File: config.mk
export PLATFORM = sky130hd
export DESIGN_NAME = t06_head_tracker
export DESIGN_NICKNAME = d
export VERILOG_FILES = /design/src/rtl/t06_head_tracker.sv
export SDC_FILE = /design/constraint.sdc
export NUM_CORES = 1
export LEC_CHECK = 0
export BUFFER_PORTS_ARGS = -buffer_cell sky130_fd_sc_hd__buf_2
export CORE_UTILIZATION = 46
export CTS_BUF_LIST = sky130_fd_sc_hd__clkbuf_8
export CTS_CLUSTER_SIZE = 14
export DETAILED_ROUTE_END_ITERATION = 7
export PLACE_DENSITY = 0.76
export SYNTH_ARGS = -nofsm -noshare
export SYNTH_HDL_FRONTEND = slang
export SYNTH_SLANG_ARGS = --single-unit
File: constraint.sdc
create_clock -name clk -period 4.37 [get_ports clk]
set_input_delay 0.2185 -clock clk [delete_from_list [all_inputs] [get_ports clk]]
set_output_delay 0.2185 -clock clk [all_outputs]
set_load 0.01 [all_outputs]
File: src/rtl/t06_head_tracker.sv
// Snake head tracker: moves the head one cell per step, checks against live borders, flags wall hits.
// Optional T06_HEAD_WRAP_EN: moves past a border wrap to the opposite border instead of killing the snake.
module t06_head_tracker #(
    parameter logic [3:0] X_INIT   = 4'd4,
    parameter logic [3:0] Y_INIT   = 4'd3,
    parameter logic [1:0] DIR_INIT = 2'b11
) (
    input  logic       clk,
    input  logic       nrst,
    input  logic       enable_in,
    input  logic       step,
    input  logic [1:0] dir_in,
    input  logic [3:0] XMAX,
    input  logic [3:0] XMIN,
    input  logic [3:0] YMAX,
    input  logic [3:0] YMIN,
    output logic [3:0] head_x,
    output logic [3:0] head_y,
    output logic [1:0] heading,
    output logic       moved,
    output logic       wall_hit,
    output logic [1:0] state
);

    localparam logic [1:0] ST_IDLE = 2'b00;
    localparam logic [1:0] ST_RUN  = 2'b01;
    localparam logic [1:0] ST_DEAD = 2'b10;

    localparam logic [1:0] DIR_UP    = 2'b00;
    localparam logic [1:0] DIR_DOWN  = 2'b01;
    localparam logic [1:0] DIR_LEFT  = 2'b10;
    localparam logic [1:0] DIR_RIGHT = 2'b11;

    logic [3:0] head_x_q, head_x_d;
    logic [3:0] head_y_q, head_y_d;
    logic [1:0] heading_q, heading_d;
    logic       moved_q, moved_d;
    logic       wall_hit_q, wall_hit_d;
    logic [1:0] state_q, state_d;

    logic [1:0] eff_dir;
    logic [4:0] cand_x, cand_y;
    logic       head_in, cand_in;

    // Opposite headings share the high bit and differ only in the low bit.
    assign eff_dir = (dir_in == {heading_q[1], ~heading_q[0]}) ? heading_q : dir_in;

    // An inverted border pair (MIN > MAX) makes both checks false everywhere.
    assign head_in = (head_x_q >= XMIN) && (head_x_q <= XMAX) &&
                     (head_y_q >= YMIN) && (head_y_q <= YMAX);

    always_comb begin
        cand_x = {1'b0, head_x_q};
        cand_y = {1'b0, head_y_q};
        case (eff_dir)
            DIR_UP:    cand_y = {1'b0, head_y_q} - 5'd1;
            DIR_DOWN:  cand_y = {1'b0, head_y_q} + 5'd1;
            DIR_LEFT:  cand_x = {1'b0, head_x_q} - 5'd1;
            default:   cand_x = {1'b0, head_x_q} + 5'd1;
        endcase
`ifdef T06_HEAD_WRAP_EN
        // Wrap direction depends on travel: bit 4 means underflow when decrementing.
        case (eff_dir)
            DIR_UP:    if (cand_y[4] || cand_y < {1'b0, YMIN}) cand_y = {1'b0, YMAX};
            DIR_DOWN:  if (cand_y > {1'b0, YMAX}) cand_y = {1'b0, YMIN};
            DIR_LEFT:  if (cand_x[4] || cand_x < {1'b0, XMIN}) cand_x = {1'b0, XMAX};
            default:   if (cand_x > {1'b0, XMAX}) cand_x = {1'b0, XMIN};
        endcase
`endif
    end

    assign cand_in = (cand_x >= {1'b0, XMIN}) && (cand_x <= {1'b0, XMAX}) &&
                     (cand_y >= {1'b0, YMIN}) && (cand_y <= {1'b0, YMAX});

    always_comb begin
        head_x_d   = head_x_q;
        head_y_d   = head_y_q;
        heading_d  = heading_q;
        moved_d    = 1'b0;
        wall_hit_d = wall_hit_q;
        state_d    = state_q;
        if (!enable_in) begin
            head_x_d   = X_INIT;
            head_y_d   = Y_INIT;
            heading_d  = DIR_INIT;
            wall_hit_d = 1'b0;
            state_d    = ST_IDLE;
        end else begin
            case (state_q)
                ST_IDLE: state_d = ST_RUN;
                ST_RUN: begin
                    if (!head_in) begin
                        wall_hit_d = 1'b1;
                        state_d    = ST_DEAD;
                    end else if (step) begin
                        heading_d = eff_dir;
                        if (cand_in) begin
                            head_x_d = cand_x[3:0];
                            head_y_d = cand_y[3:0];
                            moved_d  = 1'b1;
                        end else begin
                            wall_hit_d = 1'b1;
                            state_d    = ST_DEAD;
                        end
                    end
                end
                default: state_d = ST_DEAD;
            endcase
        end
    end

    always_ff @(posedge clk) begin
        if (!nrst) begin
            head_x_q   <= X_INIT;
            head_y_q   <= Y_INIT;
            heading_q  <= DIR_INIT;
            moved_q    <= 1'b0;
            wall_hit_q <= 1'b0;
            state_q    <= ST_IDLE;
        end else begin
            head_x_q   <= head_x_d;
            head_y_q   <= head_y_d;
            heading_q  <= heading_d;
            moved_q    <= moved_d;
            wall_hit_q <= wall_hit_d;
            state_q    <= state_d;
        end
    end

    assign head_x   = head_x_q;
    assign head_y   = head_y_q;
    assign heading  = heading_q;
    assign moved    = moved_q;
    assign wall_hit = wall_hit_q;
    assign state    = state_q;

endmodule

==> results.json <==
{
  "ys_warn_count": 0,
  "max_freq_mhz": 283,
  "utilization_pct": 57.9,
  "required_ns": 4.54,
  "worstPathCellList": "nand2_1 > o211a_1 > ha_1 > a21o_1 > a21oi_1 > xnor2_1 > mux2_2 > ha_1 > a21o_1 > o21ai_1 > nand4_2 > nor3_4 > mux2i_1",
  "synth_common_cells": "38 x ha_1, 19 x inv_1, 19 x nand2_1",
  "worst_setup_path_start_kind": "flip-flop",
  "antenna_cells": 0,
  "cts_max_level": 1,
  "ys_async_sr_fraction_pct": 0,
  "timing.final.crit_share_pct": 80.8,
  "holdBufCountCts": 0,
  "max_cap_violations": 0,
  "critPathSlowestCell": "dfxtp_1",
  "cts_num_sinks": 14,
  "start_util_pct": 50.2,
  "fin_crit_ns": 3.53,
  "rsz0062_at_grt": "false",
  "netlist.top_cell.by_area": "ha_1",
  "core_area_mm2": 0.00347,
  "criticalPathCategory": "flip-flop to flip-flop",
  "skew_ns": 0.00674,
  "ys_seq_area_share_pct": 16.1,
  "switching_share_pct": 27.8,
  "cts-root-buf": "clkbuf_8",
  "status": "finished, final reports clean",
  "syn-num-nets": 272,
  "areaGrowthSynthToFinish_pct": 15.4,
  "pin_count": 36,
  "drv_slew": 0,
  "peakVddDrop_uv": 87.1,
  "worst_pin_slew_ns": 0.525,
  "num_vias": 1580,
  "synthFlopType": "dfxtp_1",
  "worstPathArrival_ns": 3.70,
  "comb_power_share_pct": 24.0,
  "finalHoldViolations": 0,
  "worstPathMaxFanout": 14,
  "grt_pass1_vias": 1502,
  "viasPerCell": 5.43,
  "synth_area_per_cell_um2": 8.29,
  "path_clk_slew_ns": 0.06,
  "routed_wl_um": 3890,
  "gp_routability_congestion": 0.811,
  "cts_resized": 0,
  "drtAntennaViolNets": 0,
  "nets": 308,
  "synth-edff-count": 0,
  "first_pass_iters": 5,
  "fin_cells": 291,
  "yosys.area.top_type_share_pct": 27.3,
  "synth_area_leaders": "ha_1 27%, dfxtp_1 16%, mux2i_1 5.2%",
  "clockBufferDepth": 2,
  "clockPowerShare_pct": 37.5,
  "p_switching_uw": 93.8,
  "setup_viol": 0,
  "fp.dieW_um": 63.5,
  "cp-end-kind": "flip-flop",
  "fill_cells": 363,
  "place_area_mm2": 0.00195,
  "drcViolationCount": 0,
  "setup_ws_ns": 0.840,
  "drtIter0Drc": 44,
  "ys_types": 48,
  "syn_inst": 210,
  "antenna_found_initial": 0,
  "dpl.hpwl_um": 3150,
  "place.port_buffers": 35,
  "die_h_um": 63.5,
  "place_ws_ns": 0.851,
  "cts_tree": "yes",
  "grt_pass1_wl_um": 6670,
  "dp_cells": 287,
  "rows": 21,
  "maxSlewHeadroom_pct": 64.1,
  "multi_input_area_mm2": 0.00137,
  "regArea_um2": 280,
  "synth.most_common_cell": "ha_1",
  "ys_ff_latch": 14,
  "dieArea_mm2": 0.00404,
  "numCtsBuffers": 3,
  "grt_use_total_pct": 20.4,
  "drive_above_1_share_pct": 19.6,
  "synth_area_mm2": 0.00174,
  "insertion_delay_ns": 0.25,
  "grt_max_degree": 22,
  "postCtsSetupBuffers": 0,
  "final.setup.tns_ns": 0,
  "wire_per_inst_um": 13.4,
  "power.leakage_nw": 1.03,
  "slowest_delay_ns": 0.55,
  "p_seq_share_pct": 38.5,
  "power_density_mw_per_mm2": 168,
  "final_area_mm2": 0.00201,
  "hold_class": "primary input to flip-flop",
  "internal_power_uw": 244,
  "grt_overflow_total": 0
}
layout make-up:
type                            instances  share of cell area, %
Sequential cell                        14                   13.9
Multi-Input combinational cell        172                   68.0
Clock buffer                            4                   2.74
Tap cell                               46                   2.86
Timing Repair Buffer                   35                   8.72
Inverter                               20                   3.74
worst max-delay path: cells and delay by family, from the launching register on:
| family | cells | cell delay, ns |
|---|---|---|
| AOI/OAI and AO/OA | 5 | 0.94 |
| and+or+nand+nor | 3 | 0.75 |
| adders and majority gates | 2 | 0.61 |
| DFF | 1 | 0.55 |
| muxes | 2 | 0.52 |
| xor gates and xnor gates | 1 | 0.07 |
kinds of logic after synthesis:
| kind of cell | Yosys count | share of synthesized area, % |
|---|---|---|
| AND/OR/NAND/NOR | 64 | 19.2 |
| AO/OA/AOI/OAI | 50 | 19.7 |
| adder cells (fa/ha/maj) | 40 | 29.6 |
| buffers and inverters | 24 | 5.46 |
| flip-flops | 14 | 16.1 |
| multiplexers | 11 | 6.47 |
| XOR/XNOR | 7 | 3.52 |
power groups by stage:
| stage | logic [mW] | clock network (mW) | registers, mW |
|---|---|---|---|
| finish | 0.0811 | 0.126 | 0.130 |
| floorplan | 0.0561 | 0 | 0.133 |
| detailed placement | 0.0810 | 0 | 0.133 |
| global route | 0.0926 | 0.136 | 0.130 |
| CTS | 0.0816 | 0.125 | 0.130 |
| global placement | 0.0787 | 0 | 0.133 |
path summary, 6_finish.rpt:
path,start,slack (ns),end,cells after the start
worst max register to register,heading[1]$_SDFFE_PN1P_,0.84,head_y[3]$_SDFFE_PN0P_,13
worst min-delay path,step,0.32,wall_hit$_SDFFE_PN0P_,3
worst max-delay path,heading[1]$_SDFFE_PN1P_,0.84,head_y[3]$_SDFFE_PN0P_,13
worst min register to register,wall_hit$_SDFFE_PN0P_,0.53,wall_hit$_SDFFE_PN0P_,2
per-layer routing:
metal  routed length, um  share of wire [%]  vias up  track usage, %
met5                   0                  0        -               0
met4                  11               0.28        0            3.41
met3                 106                2.7        4            2.36
met2                1810                 47       32            34.8
met1                1960                 50      715            27.5
li1                    -                  -      829               -
placed cells by master, fill, tap and decap left out, drive strengths merged:
master and instances:
ha 38, buf 35, inv 20, nand2 19, nor2 16, dfxtp 14
o21ai 13, a21oi 11, mux2i 9, nand2b 6, a21o 4, xnor2 4
clkbuf 4, a211oi 4, nor3 4, xor2 3, o211a 3, nor2b 3
o21a 3, nor4 3, o21bai 3, nand4 3, nand3 3, and3 2
o211ai 2, and2 2, fa 2, mux2 2, nand3b 1, a22oi 1
nor3b 1, and3b 1, o2bb2ai 1, a2111oi 1, o22ai 1, o2111ai 1
a22o 1, o311ai 1
registers in the layout (all words and copies together), names as in the netlist:
signal    cells
head_x        4
wall_hit      1
state         2
head_y        4
heading       2
moved         1
stage by stage:
stage          hold slack (ns)  power (mW)
5_1_grt                  0.355       0.359
2_1_floorplan            0.425       0.189
4_1_cts                  0.323       0.337
3_3_place_gp             0.512       0.211
3_5_place_dp             0.517       0.214
6_report                 0.323       0.338
(Power assumes the default switching activity.)
